### src/rtl/mux2_arb_pkg.sv
// Shared types for the two-requester byte-path arbiter: FSM states and
// mux select encodings.
package mux2_arb_pkg;

   typedef enum logic [1:0] {
      IDLE    = 2'd0,
      GRANT_A = 2'd1,
      GRANT_B = 2'd2
   } arb_state_e;

   localparam logic SEL_A = 1'b0;
   localparam logic SEL_B = 1'b1;

   // Owner chosen from IDLE; on a tie the requester not served last wins.
   function automatic arb_state_e arb_pick(input logic req_a, input logic req_b,
                                           input logic last_owner);
      arb_pick = IDLE;
      if (req_a && (!req_b || last_owner == SEL_B))
         arb_pick = GRANT_A;
      else if (req_b)
         arb_pick = GRANT_B;
   endfunction

endpackage

### src/rtl/mux2_byte_arbiter_mux2t1_8.sv
// 8-bit 2:1 byte mux feeding the arbiter's output register.
module MUX2T1_8 (
   input  logic       s,
   input  logic [7:0] a,
   input  logic [7:0] b,
   output logic [7:0] y
);

   assign y = s ? b : a;

endmodule

### src/rtl/mux2_byte_arbiter.sv
// Round-robin owner of a shared 8-bit byte path between requesters A and B,
// with burst grants, forced release after MAX_HOLD bytes, and a registered output.
module mux2_byte_arbiter
   import mux2_arb_pkg::*;
#(
   parameter int MAX_HOLD = 16
) (
   input  logic       clk,
   input  logic       rst_n,
   input  logic       req_a,
   input  logic       last_a,
   input  logic [7:0] data_a,
   input  logic       req_b,
   input  logic       last_b,
   input  logic [7:0] data_b,
   output logic       gnt_a,
   output logic       gnt_b,
   output logic       sel,
   output logic [7:0] o_data,
   output logic       o_valid
);

   localparam int              CW        = $clog2(MAX_HOLD + 1);
   localparam logic [CW-1:0]   HOLD_LAST = CW'(MAX_HOLD - 1);

   arb_state_e    r_state;
   arb_state_e    w_state_nxt;
   logic          r_last_owner;
   logic          r_sel;
   logic          r_gnt_a;
   logic          r_gnt_b;
   logic          r_valid;
   logic [7:0]    r_data;
   logic [CW-1:0] r_cnt;

   logic          w_req;
   logic          w_last;
   logic          w_xfer;
   logic          w_release;
   logic [7:0]    w_mux_data;

   MUX2T1_8 u_mux (
      .s (r_sel),
      .a (data_a),
      .b (data_b),
      .y (w_mux_data)
   );

   always_comb begin
      w_state_nxt = r_state;
      w_req       = 1'b0;
      w_last      = 1'b0;
      w_xfer      = 1'b0;
      w_release   = 1'b0;
      case (r_state)
         IDLE: w_state_nxt = arb_pick(req_a, req_b, r_last_owner);
         GRANT_A: begin
            w_req  = req_a;
            w_last = last_a;
         end
         GRANT_B: begin
            w_req  = req_b;
            w_last = last_b;
         end
         default: w_state_nxt = IDLE;
      endcase
      // The owner's own req qualifies both the transfer and its last flag.
      if (r_state == GRANT_A || r_state == GRANT_B) begin
         w_xfer    = w_req;
         w_release = !w_req || w_last || (r_cnt == HOLD_LAST);
         if (w_release)
            w_state_nxt = IDLE;
      end
   end

   always_ff @(posedge clk or negedge rst_n) begin
      if (!rst_n) begin
         r_state      <= IDLE;
         r_last_owner <= SEL_B;
         r_sel        <= SEL_A;
         r_gnt_a      <= 1'b0;
         r_gnt_b      <= 1'b0;
         r_valid      <= 1'b0;
         r_data       <= 8'h00;
         r_cnt        <= '0;
      end else begin
         r_state <= w_state_nxt;
         r_gnt_a <= (w_state_nxt == GRANT_A);
         r_gnt_b <= (w_state_nxt == GRANT_B);
         // sel only moves when a new grant starts, so it is frozen in IDLE.
         if (w_state_nxt == GRANT_A)
            r_sel <= SEL_A;
         else if (w_state_nxt == GRANT_B)
            r_sel <= SEL_B;
         r_valid <= w_xfer;
         if (w_xfer)
            r_data <= w_mux_data;
         if (w_release) begin
            r_cnt        <= '0;
            r_last_owner <= (r_state == GRANT_B) ? SEL_B : SEL_A;
         end else if (w_xfer) begin
            r_cnt <= r_cnt + 1'b1;
         end
      end
   end

   assign gnt_a   = r_gnt_a;
   assign gnt_b   = r_gnt_b;
   assign sel     = r_sel;
   assign o_data  = r_data;
   assign o_valid = r_valid;

endmodule

### config.mk
export PLATFORM = sky130hd
export DESIGN_NAME = mux2_byte_arbiter
export DESIGN_NICKNAME = d
export VERILOG_FILES = /design/src/rtl/mux2_arb_pkg.sv /design/src/rtl/mux2_byte_arbiter_mux2t1_8.sv /design/src/rtl/mux2_byte_arbiter.sv
export SDC_FILE = /design/constraint.sdc
export NUM_CORES = 1
export LEC_CHECK = 0
export CORE_UTILIZATION = 35
export CTS_BUF_LIST = sky130_fd_sc_hd__clkbuf_2
export DETAILED_ROUTE_END_ITERATION = 7
export HOLD_SLACK_MARGIN = 0.03
export PLACE_DENSITY = 0.67
export SYNTH_ARGS = -nofsm -noshare
export SYNTH_HDL_FRONTEND = slang
export SYNTH_HIERARCHICAL = 1
export SYNTH_SLANG_ARGS = --single-unit
### constraint.sdc
create_clock -name clk -period 2.21 [get_ports clk]
set_clock_uncertainty 0.2 [all_clocks]
set_input_delay 0.442 -clock clk [delete_from_list [all_inputs] [get_ports clk]]
set_output_delay 0.442 -clock clk [all_outputs]
set_load 0.01 [all_outputs]
==> flow_summary.json, run 1 <==
{
  "status": "finished, final reports clean",
  "max_freq_ghz": 0.4588,
  "grt_pass1_vias": 803,
  "whs_ps": 232.9,
  "num_rows": 20,
  "drcViolationCount": 0,
  "syn_avg_cell_area_um2": 12.68,
  "startpoint": "r_cnt[1]",
  "yosysSeqAreaShare": 0.4546,
  "final_nets": 166,
  "ios": 34,
  "viasPerCell": 4.598,
  "fin_crit_sh": 0.9862,
  "clock_latency_ps": 320,
  "area_growth_pct": 51.70,
  "setup_viol": 0,
  "cp_common_cell": "ha_4",
  "final_cell_mix": "33 x clkdlybuf4s50_1, 19 x dfrtp_1, 12 x buf_4",
  "die_h_um": 58.15,
  "vias": 823,
  "tightest_slew_ps": 626.4,
  "rsz0062_at_grt": "true",
  "drive_above_1_share": 0.3556,
  "ys.warnings.count": 6,
  "cp.arrival_ps": 2240,
  "hpwl_um": 1679,
  "r2r-start": "r_cnt[1]",
  "reg2reg_slack_ps": 30,
  "cts_tree": "built",
  "r2r_cells": 9,
  "crit_path_cell_trace": "ha_2, and3_4, ha_4, a221oi_4, a21oi_2, o21bai_4, ha_4, nand2_1, o21ai_1",
  "clkTransAtPathRegs_ps": 180,
  "cts-hold-fix-buffers": 0,
  "synthDistinctLibCells": 30,
  "path_buf_inv": 0,
  "numCtsBuffers": 3,
  "h-tree-depth": 1,
  "initial_core_util": 0.3645,
  "cts_sinks": 20,
  "die_w_um": 58.15,
  "grt_overflow": 0,
  "gp_congestion": 0.7995,
  "cp.required_ps": 2270,
  "postLayoutCoreUtil": 0.5529,
  "dieArea_mm2": 0.003381,
  "crit_type": "reg -> reg",
  "critPathLaunchType": "flop",
  "cp-end-kind": "flop",
  "core-area_mm2": 0.003028,
  "wire_per_inst_um": 12.56,
  "cp_top_family": "adder cells",
  "slew_violations": 0,
  "antenna_found_initial": 0,
  "cts-root-buf": "clkbuf_2",
  "leakagePower_nw": 0.7276,
  "ys_ff_latch": 20,
  "hold_class": "in -> async",
  "synth_nets": 117,
  "finalHoldViolations": 0,
  "reg2reg_to": "sel",
  "wirelength_um": 2248,
  "fillers": 272,
  "maxCapViolCount": 0,
  "dr.pass1.iters": 2,
  "grt_pass1_wl_um": 3615,
  "grt_max_degree": 21,
  "final_common_cell": "clkdlybuf4s50_1",
  "io_buffers": 33,
  "ir_drop_v": 0.0006194,
  "path_max_fanout": 3,
  "finalSetupTns_ps": 0,
  "p_per_area_mw_per_mm2": 1152,
  "synthCells": 87,
  "drt-initial-drc-count": 15,
  "grt_usage": 0.1412,
  "syn_area_mm2": 0.001104,
  "worst_slew_margin_rel": 0.5799,
  "drt.antenna.violating_nets": 0,
  "max_stage_delay_ps": 430,
  "cts.path.max_buffers": 2,
  "layout_min_cycle_time_ps": 2180,
  "crit_slowest_cell": "dfrtp_1",
  "diodes": 0
}
-- cell type report --
class / count / area [um2] / share of cell area
Timing Repair Buffer: 46 / 440.4 / 0.2631
Sequential cell: 20 / 501.7 / 0.2997
Inverter: 7 / 26.28 / 0.01570
Multi-Input combinational cell: 58 / 631.9 / 0.3774
Clock inverter: 1 / 3.754 / 0.002242
Clock buffer: 3 / 15.01 / 0.008969
Tap cell: 44 / 55.05 / 0.03288
-- synth_stat cells, drive strengths merged --
cell	n	area, um2
mux2	17	225.2
a41oi	1	8.760
o31ai	1	7.510
buf	2	16.26
nor3	1	5.000
mux2i	1	10.01
a21oi	1	8.760
nand2	7	28.78
a2bb2oi	3	26.28
nor2	2	7.510
a31oi	1	6.260
o22ai	2	12.51
dfrtp	19	475.5
a22o	1	10.01
dfstp	1	26.28
o21ai	1	5.000
nor2b	2	12.51
inv	7	26.28
a221oi	1	26.28
o2bb2ai	1	8.760
and3	1	6.260
o21bai	2	15.01
nand3	2	15.01
nand2b	1	6.260
ha	8	100.1
a211oi	1	7.510
-- through the flow --
step / instances / total power, mW / cell area [um2] / worst slack, ps
floorplan: 87 / 1.209 / 1132 / 10.20
global placement: 175 / 1.662 / 1612 / -48.10
detailed placement: 175 / 1.696 / 1612 / -99.08
CTS: 180 / 1.917 / 1662 / 23.96
global route: 179 / 2.067 / 1674 / -23.63
finish: 179 / 1.928 / 1674 / 30.42
-- how the worst max path moves through the flow --
stage,endpoint,slack [ps],depth (start not counted)
6_report,sel,30,9
5_1_grt,sel,-20,8
4_1_cts,gnt_b,20,9
3_5_place_dp,sel,-100,7
3_3_place_gp,sel,-50,7
2_1_floorplan,sel,10,9
-- worst register-to-register path: cells and delay by family (launching register included) --
kind,cells,cell delay (ps)
adder cells (fa/ha/maj),3,630
flip-flops,1,430
AND/OR/NAND/NOR,2,230
AO/OA/AOI/OAI,4,630
-- registers in the layout, summed over array words and instances (netlist names) --
register      flops
o_data            8
r_cnt             5
r_state           2
gnt_a             1
gnt_b             1
o_valid           1
r_last_owner      1
sel               1
-- routing by layer --
metal | share of wire | up-vias | GRT usage | wire (um)
met5 | 0 | - | 0 | 0
met4 | 0.013 | 0 | 0.06122 | 30
met3 | 0.068 | 3 | 0.03348 | 153
met2 | 0.47 | 32 | 0.2348 | 1049
met1 | 0.45 | 379 | 0.1746 | 1014
li1 | - | 409 | - | -
-- where the power goes --
group          internal, mW  leakage, nW  switching, mW
sequential            0.503        0.253         0.0671
clock                0.0393       0.0140          0.111
combinational         0.699        0.460          0.508
-- kinds of logic after synthesis --
logic type	share of synthesized area
AOI/OAI and AO/OA	0.1293
adders and majority gates	0.09071
buffers and inverters	0.03855
DFF	0.4547
muxes	0.2132
and+or+nand+nor	0.07370
-- timing repair --
action / 4_1_cts / 5_1_grt
hold endpoints to repair: 0 / 0
pin swaps: 2 / 1
gates cloned: 0 / 0
setup buffers: 1 / 0
gates resized for setup: 3 / 4
endpoints found under the setup margin: 1 / 2
(Power assumes the default switching activity.)
==> run 2, diff against run 1 <==
--- a/config.mk
+++ b/config.mk
@@ -5,6 +5,7 @@
 export SDC_FILE = /design/constraint.sdc
 export NUM_CORES = 1
 export LEC_CHECK = 0
+export CORE_MARGIN = 10
 export CORE_UTILIZATION = 35
 export CTS_BUF_LIST = sky130_fd_sc_hd__clkbuf_2
 export DETAILED_ROUTE_END_ITERATION = 7
==> flow_summary.json, run 2 (synthesized netlist as in run 1, its figures left out) <==
{
  "grt_max_degree": 21,
  "drive_above_1_share": 0.3696,
  "vias": 857,
  "maxCapViolCount": 0,
  "die_w_um": 76.15,
  "antenna_found_initial": 0,
  "grt_overflow": 0,
  "cts_tree": "built",
  "largest_reg_flops": 8,
  "place_area_mm2": 0.001599,
  "setup_viol": 0,
  "tightest_slew_ps": 547.9,
  "status": "finished, final reports clean",
  "ios": 34,
  "cts.path.max_buffers": 2,
  "final_cell_mix": "33 x clkdlybuf4s50_1, 19 x dfrtp_1, 16 x buf_4",
  "crit_slowest_cell": "dfrtp_1",
  "drt-initial-drc-count": 19,
  "internal_power_mw": 1.261,
  "post-place-ws_ps": -105.9,
  "drt.antenna.violating_nets": 0,
  "r2r_cells": 9,
  "rsz0062_at_grt": "true",
  "numCtsBuffers": 3,
  "ir_drop_v": 0.0005974,
  "finalHoldViolations": 0,
  "viasPerCell": 4.709,
  "path_buf_inv": 0,
  "area_growth_pct": 52.38,
  "layout_min_cycle_time_ps": 2141,
  "max_freq_ghz": 0.4670,
  "cp.required_ps": 2270,
  "cp.arrival_ps": 2200,
  "clock_latency_ps": 310,
  "max_stage_delay_ps": 420,
  "postLayoutCellArea_mm2": 0.001682,
  "leakagePower_nw": 0.7413,
  "grt_usage": 0.09874,
  "diodes": 0,
  "die_h_um": 76.15,
  "h-tree-depth": 1,
  "share_seq_of_total_power": 0.292,
  "grt_pass1_vias": 924,
  "layout_setup_ws_ps": 68.82,
  "dieArea_mm2": 0.005799,
  "slew_violations": 0,
  "gp_congestion": 0.8424,
  "grt_pass1_wl_um": 4816,
  "worst_slew_margin_rel": 0.6319,
  "power_mw": 1.959,
  "clkPwrFrac": 0.075,
  "fin_crit_sh": 0.9689,
  "wire_per_inst_um": 15.13,
  "crit_type": "reg -> reg",
  "hpwl_um": 2165,
  "core-area_mm2": 0.003028,
  "dr.pass1.iters": 4,
  "initial_core_util": 0.3645,
  "p_per_area_mw_per_mm2": 1165,
  "cp_top_family": "adder cells",
  "clkTransAtPathRegs_ps": 180,
  "final_common_cell": "clkdlybuf4s50_1",
  "hold_class": "in -> async",
  "whs_ps": 245.9,
  "critPathLaunchType": "flop",
  "p_sw_frac": 0.3564,
  "cp.depth": 9,
  "path_max_fanout": 3,
  "final_nets": 169,
  "cp_common_cell": "ha_4",
  "io_buffers": 33,
  "crit_path_cell_trace": "ha_2, and3_4, ha_4, a221oi_4, a21oi_2, o21bai_4, ha_4, nand2_2, o21ai_2",
  "cp-end-kind": "flop",
  "power.switching_mw": 0.6984,
  "wirelength_um": 2754,
  "cts-root-buf": "clkbuf_2",
  "drcViolationCount": 0,
  "combPwrFrac": 0.633,
  "fillers": 274,
  "cts-hold-fix-buffers": 0,
  "cts_sinks": 20,
  "num_rows": 20,
  "finalSetupTns_ps": 0
}
## run 2: cell types whose count changed in the layout (fill, tap and decap cells not counted), sizes merged
cell and delta:
buf +3
## run 2: cell type report
cell class	count	area [um2]	share of cell area
Multi-Input combinational cell	58	629.4	0.3743
Clock buffer	3	15.01	0.008929
Clock inverter	1	3.754	0.002232
Timing Repair Buffer	49	450.4	0.2679
Tap cell	44	55.05	0.03274
Sequential cell	20	501.7	0.2984
Inverter	7	26.28	0.01563
## run 2: routing by layer
metal  up-vias  part of all wire  track usage
li1        413                 -            -
met5         -                 0            0
met2        35              0.43       0.1454
met1       405              0.51       0.1329
met3         4             0.052      0.02948
met4         0            0.0084      0.03346
## run 2: what timing repair did
action | in CTS | in global routing
endpoints found under the setup margin | 1 | 2
resized for setup | 3 | 4
buffers inserted | 2 | 1
hold endpoints to repair | 0 | 0
pin swaps | 3 | 5
cloned | 0 | 0
## run 2: power by group through the flow
stage / Combinational, mW / Sequential, mW / Clock, mW
after floorplan: 0.580 / 0.629 / 0
after global placement: 1.09 / 0.574 / 0
after detailed placement: 1.12 / 0.582 / 0
after CTS: 1.19 / 0.573 / 0.158
after global routing: 1.35 / 0.590 / 0.170
final: 1.24 / 0.573 / 0.146
## run 2: worst paths after layout
kind | slack, ps | to | startpoint
worst min-delay path | 250 | r_state[0] | rst_n
worst max register to register | 70 | sel | r_cnt[1]
max in group asynchronous | 1300 | r_last_owner | rst_n
worst min register to register | 330 | o_data[2] | o_data[2]
worst max-delay path | 70 | sel | r_cnt[1]
min in group clk | 330 | o_data[2] | o_data[2]
## run 2: stage by stage
| stage | cells | utilization |
|---|---|---|
| finish | 182 | 0.5554 |
| global route | 182 | 0.5554 |
| CTS | 181 | 0.5471 |
| detailed placement | 175 | 0.5281 |
| global placement | 175 | 0.5281 |
| floorplan | 87 | - |
## run 2: worst register-to-register path: cells and delay by family (launching register included)
| family | cells | cell delay, ps |
|---|---|---|
| AO/OA/AOI/OAI | 4 | 600 |
| AND/OR/NAND/NOR | 2 | 240 |
| flip-flops | 1 | 420 |
| adder cells (fa/ha/maj) | 3 | 650 |
==> run 3, diff against run 2 <==
--- a/config.mk
+++ b/config.mk
@@ -5,7 +5,7 @@
 export SDC_FILE = /design/constraint.sdc
 export NUM_CORES = 1
 export LEC_CHECK = 0
-export CORE_MARGIN = 10
+export CORE_MARGIN = 2
 export CORE_UTILIZATION = 35
 export CTS_BUF_LIST = sky130_fd_sc_hd__clkbuf_2
 export DETAILED_ROUTE_END_ITERATION = 7
==> flow_summary.json, run 3 (synthesized netlist as in run 1, its figures left out) <==
{
  "wirelength_um": 2366,
  "r2r_cells": 9,
  "leakagePower_nw": 0.7517,
  "status": "finished, final reports clean",
  "dieArea_mm2": 0.003618,
  "fin_crit_sh": 0.9786,
  "clkTransAtPathRegs_ps": 190,
  "grt_use_met3": 0.02814,
  "ios": 34,
  "combPwrFrac": 0.632,
  "critPathLaunchType": "flop",
  "grt_max_degree": 21,
  "clkPwrFrac": 0.076,
  "hold_class": "in -> async",
  "dr.pass1.iters": 3,
  "drt-initial-drc-count": 18,
  "h-tree-depth": 1,
  "slew_violations": 0,
  "antenna_found_initial": 0,
  "cts.path.max_buffers": 2,
  "post-place-ws_ps": -91.85,
  "numCtsBuffers": 3,
  "wire_per_inst_um": 12.86,
  "tightest_slew_ps": 484.4,
  "grt_use_met2": 0.2360,
  "die_w_um": 60.15,
  "multi_input_area_um2": 630.6,
  "cts_tree": "built",
  "fillers": 273,
  "maxCapViolCount": 0,
  "register_area_um2": 501.7,
  "drcViolationCount": 0,
  "final_cell_mix": "33 x clkdlybuf4s50_1, 19 x dfrtp_1, 18 x buf_4",
  "core-area_mm2": 0.003028,
  "num_rows": 20,
  "power_mw": 1.953,
  "rsz0062_at_grt": "true",
  "top_usage_layer": "met2",
  "cts-hold-fix-buffers": 0,
  "cp-end-kind": "flop",
  "final_nets": 171,
  "place_inst": 176,
  "final_cells": 184,
  "gp_congestion": 0.8344,
  "crit_path_cell_trace": "ha_2, and3_4, ha_4, a221oi_4, a21oi_2, o21bai_4, ha_4, nand2_2, o21ai_1",
  "cp.arrival_ps": 2230,
  "cp_top_family": "adder cells",
  "share_seq_of_total_power": 0.292,
  "grt_usage": 0.1397,
  "grt_pass1_wl_um": 3760,
  "cp.required_ps": 2280,
  "hpwl_um": 1824,
  "reg2reg_to": "sel",
  "p_sw_frac": 0.3513,
  "grt_overflow": 0,
  "grtUsageMet1": 0.1725,
  "drive_above_1_share": 0.3786,
  "viasPerCell": 4.636,
  "io_buffers": 33,
  "setup_viol": 0,
  "path_buf_inv": 0,
  "reg2reg_slack_ps": 50,
  "cp_common_cell": "ha_4",
  "area_growth_pct": 53.86,
  "final_common_cell": "clkdlybuf4s50_1",
  "worst_slew_margin_rel": 0.6746,
  "crit_slowest_cell": "dfrtp_1",
  "finalHoldViolations": 0,
  "layout_setup_ws_ps": 47.39,
  "cts_sinks": 20,
  "r2r-start": "r_cnt[1]",
  "cts-root-buf": "clkbuf_2",
  "layout_min_cycle_time_ps": 2163,
  "die_h_um": 60.15,
  "power.switching_mw": 0.6862,
  "vias": 853,
  "crit_type": "reg -> reg",
  "grt_pass1_vias": 864,
  "p_per_area_mw_per_mm2": 1150,
  "drt.antenna.violating_nets": 0,
  "largest_reg_flops": 8,
  "diodes": 0,
  "ir_drop_v": 0.0005974,
  "clock_latency_ps": 320,
  "max_stage_delay_ps": 420,
  "internal_power_mw": 1.267,
  "initial_core_util": 0.3645,
  "path_max_fanout": 3,
  "max_freq_ghz": 0.4624
}
==> run 3: cell count changes in the layout (fill, tap and decap cells not counted) <==
cell | before | now
o31ai_1 | 1 | 0
o31ai_2 | 0 | 1
o21ai_2 | 1 | 0
buf_4 | 16 | 18
o21ai_1 | 0 | 1
==> run 3: per-stage QoR <==
step	cell area, um2	hold slack (ps)	setup TNS, ps	utilization
after global routing	1698	208.8	-94.89	0.5607
after CTS	1672	226.3	0	0.5521
after detailed placement	1607	293.4	-99.00	0.5306
after global placement	1607	287.2	-52.76	0.5306
final	1698	231.9	0	0.5607
after floorplan	1132	-53.59	0	-
==> run 3: layout make-up <==
type,instances,area share
repair buffers,51,0.2741
clock inverters,1,0.002211
flip-flops and latches,20,0.2955
well taps,44,0.03242
inverters,7,0.01548
clock buffers,3,0.008843
multi-input cells,58,0.3714
==> run 3: worst max-delay path by stage <==
| stage | from | endpoint | slack [ps] | cells after the start |
|---|---|---|---|---|
| 5_1_grt | r_cnt[1] | sel | -50 | 9 |
| 6_report | r_cnt[1] | sel | 50 | 9 |
| 4_1_cts | r_cnt[0] | sel | 40 | 9 |
| 3_5_place_dp | last_b | sel | -90 | 7 |
| 2_1_floorplan | r_cnt[0] | sel | 10 | 9 |
| 3_3_place_gp | last_b | sel | -50 | 7 |
==> run 3: power by group through the flow <==
stage / clock network, mW / registers, mW / logic, mW
global route: 0.179 / 0.585 / 1.34
CTS: 0.156 / 0.573 / 1.18
floorplan: 0 / 0.629 / 0.580
detailed placement: 0 / 0.582 / 1.11
finish: 0.148 / 0.570 / 1.23
global placement: 0 / 0.575 / 1.08
==> run 3: layer usage <==
metal | up-vias | part of all wire | routed length (um)
li1 | 416 | - | -
met4 | 0 | 0.016 | 39
met5 | - | 0 | 0
met3 | 4 | 0.080 | 189
met2 | 33 | 0.47 | 1107
met1 | 400 | 0.43 | 1029
==> run 3: what timing repair did <==
action,CTS,global route
hold endpoints to repair,0,0
setup endpoints to repair,1,4
gates resized for setup,3,4
setup buffers,3,1
pin swaps,3,5
==> run 3: worst reg2reg max path: stages, from the launching register on <==
cell      delay [ps]
dfrtp_1          420
ha_2             200
and3_4           190
ha_4             160
a221oi_4         250
a21oi_2          100
o21bai_4         200
ha_4             290
nand2_2           40
o21ai_1           70
==> RTL change 1 (config.mk and constraints of run 3) <==
The parameter `MAX_HOLD` goes from 16 to 32.
--- a/src/rtl/mux2_byte_arbiter.sv
+++ b/src/rtl/mux2_byte_arbiter.sv
@@ -3,7 +3,7 @@
 module mux2_byte_arbiter
    import mux2_arb_pkg::*;
 #(
-   parameter int MAX_HOLD = 16
+   parameter int MAX_HOLD = 32
 ) (
    input  logic       clk,
    input  logic       rst_n,
Function: no difference found for any inputs over 10 cycles, from zero or initial values and one cycle with rst_n low; that may be too few to reach the edited logic, so the function may still have changed.
==> RTL change 1 against run 3 <==
Combinational power decreased by 12%. First-iteration DRC count increased by 100%. Power decreased by 5.2%. Global-route usage increased by 1.4 points. Synthesized area increased by 3.9%. Sequential power increased by 4.2%. Utilization decreased by 0.55 points. Sequential cell count increased by 1. Setup slack improved by 0.036 ns. Synthesized cell count increased by 13%. Wire length increased by 6.0%. Design area increased by 0.66%. Highest routed layer unchanged.
==> RTL change 1: results <==
[run_status]
outcome = complete, no violations

[final_layout]
multi_input_area_um2 = 621
final_layout_size_suffix_gt1_frac = 0.276
inv_count = 3
flops_and_latches = 21
multi_input_cells = 72

[power]
peakVddDrop_v = 0.000771

[global_routing]
met1_usage = 0.195
grt_pass1_wl_um = 4240
grt_use_met2 = 0.263

[drt]
routedWlPerCell_um = 12.8
met1Wirelength_um = 1080
drtIter0Drc = 36
drtPass1Iterations = 4
routed_wl_um = 2510
routed-wl-met3_um = 97

[critical_path]
path_delay_family = compound AO/OA/AOI/OAI gates
cp.arrival_ns = 2.18
worst_path_largest_cell_delay_ns = 0.47

[synthesis]
synth.area.top_cells = dfrtp_1, mux2_4, mux2_1
ys_seq_area_frac = 0.460

[placement]
post-place-ws_ns = -0.176
gp_congestion = 0.844
dpl.cell_count = 189

[clocking]
cts-resized-gates = 0
path_clk_slew_ns = 0.22
clk_latency_ns = 0.34
[RTL change 1: cell families (layout without fill, tap and decap cells)]
| family | after synthesis | in the layout | share of synthesized area |
|---|---|---|---|
| DFF | 21 | 21 | 0.460 |
| and+or+nand+nor | 24 | 24 | 0.102 |
| AOI/OAI and AO/OA | 23 | 23 | 0.135 |
| muxes | 18 | 18 | 0.203 |
| buffers and inverters | 5 | 59 | 0.0240 |
| adders and majority gates | 7 | 7 | 0.0764 |
[RTL change 1: how the worst min path moves through the flow]
stage                          from   endpoint  slack, ns  depth (start not counted)
final                         rst_n  o_data[5]       0.20                          2
after global routing          rst_n  o_data[5]       0.20                          2
after CTS                     rst_n  o_data[5]       0.19                          2
after detailed placement  o_data[6]  o_data[6]       0.28                          1
after global placement    o_data[1]  o_data[1]       0.27                          1
after floorplan               rst_n      gnt_a      -0.05                          0
[RTL change 1: where the power goes]
part	internal, W	total [W]	switching (W)
sequential	0.000526	0.000594	0.0000678
combinational	0.000614	0.00108	0.000471
clock	0.0000421	0.000172	0.000130
==> RTL change 2 (config.mk and constraints of run 3) <==
Made on the original files. Re-encode `arb_state_e` (3 states) as one-hot, 3 bits wide.
--- a/src/rtl/mux2_arb_pkg.sv
+++ b/src/rtl/mux2_arb_pkg.sv
@@ -2,10 +2,10 @@
 // mux select encodings.
 package mux2_arb_pkg;
 
-   typedef enum logic [1:0] {
-      IDLE    = 2'd0,
-      GRANT_A = 2'd1,
-      GRANT_B = 2'd2
+   typedef enum logic [2:0] {
+      IDLE    = 3'b001,
+      GRANT_A = 3'b010,
+      GRANT_B = 3'b100
    } arb_state_e;
 
    localparam logic SEL_A = 1'b0;
Check against the original RTL: same outputs for any inputs over 10 cycles, from zero or initial values and one cycle with rst_n low; not proved beyond that.
==> RTL change 2 against run 3 <==
Die area rose by 4.0%. Cell count fell by 3.3%. Utilization fell by 4.3 points. Wire length fell by 3.0%. Clock power rose by 6%. Setup slack improved by 0.072 ns. Power fell by 13%. Combinational power fell by 31%. Synthesized area rose by 4.3%. Sequential cell count rose by 1. Sequential share of layout area rose by 3.3 points. First-iteration DRC count rose by 78%. Design area fell by 5.4%. Critical endpoint is now r_cnt[0].
==> RTL change 2: results <==
[drt]
routedWlPerCell_um = 12.9
drc = 0
drtPass1Iterations = 4
dr_total_vias = 846

[synthesis]
ys_seq_area_frac = 0.459
synth.area.top_cells = dfrtp_1, mux2_4, mux2_2
synth_mux_area_frac = 0.183
synth_area_per_cell_um2 = 12.2
synth_xor_area_frac = 0.00761
synth-compound-area-share = 0.0978
ys_types = 33
synthAdderAreaFrac = 0.0217
syn-num-nets = 118
synthTopCellsByCount = dfrtp_1, mux2_2, mux2_4

[global_routing]
grt_pass1_wl_um = 3850
first_global_vias = 878
grt_usage = 0.138
grt_max_degree = 22

[power]
p_comb_frac = 0.500
cellPowerDensity_mw_per_mm2 = 1060
powerSeq_w = 0.000694
power.switching_w = 0.000574
peakVddDrop_v = 0.000467
p_leak_nw = 0.697

[timing]
hold_slack_ns = 0.250
worst_pin_slew_ns = 0.320
max_clock_freq_ghz = 0.478

[final_layout]
largest_reg_flops = 8
final_layout_size_suffix_gt1_frac = 0.321
fin_nets = 159

[critical_path]
cp.arrival_ns = 2.14
endpoint = r_cnt[0]
critical_path_peak_fanout = 4
ff2ff_path_depth = 8
r2r_setup_slack_ns = 0.12
r2r-end = r_cnt[0]
critPathSlowestCell = dfrtp_1

[placement]
post-place-ws_ns = 0.0276
dpl.cell_count = 172
placed_area_mm2 = 0.00154
gp_congestion = 0.764
hpwl_um = 1740

[clocking]
root_buffer = clkbuf_2
clk_latency_ns = 0.30

[run_status]
outcome = complete, no violations
## RTL change 2: layout make-up
class                   instances  area (um^2)
well taps                      44         55.1
repair buffers                 40          383
flip-flops and latches         21          528
multi-input cells              65          606
inverters                       4         15.0
fillers                       304         1500
clock buffers                   4         20.0
## RTL change 2: timing repair
item,4_1_cts,5_1_grt
setup buffers,1,1
pin swaps,0,2
gates resized for setup,0,7
gates cloned,0,0
setup endpoints to repair,1,6
## RTL change 2: critical path, delay by kind of cell (launching register included)
kind,cells,cell delay (ns)
compound gates,1,0.11
simple gates,4,0.76
buf+inv,1,0.18
flops,1,0.43
fa+ha+maj,2,0.36
## RTL change 2: metal layers
| metal | global-route usage | vias up | routed length [um] |
|---|---|---|---|
| met3 | 0.0336 | 2 | 88 |
| met4 | 0.0365 | 0 | 33 |
| met5 | 0 | - | 0 |
| li1 | - | 413 | - |
| met1 | 0.163 | 411 | 1020 |
| met2 | 0.251 | 20 | 1160 |
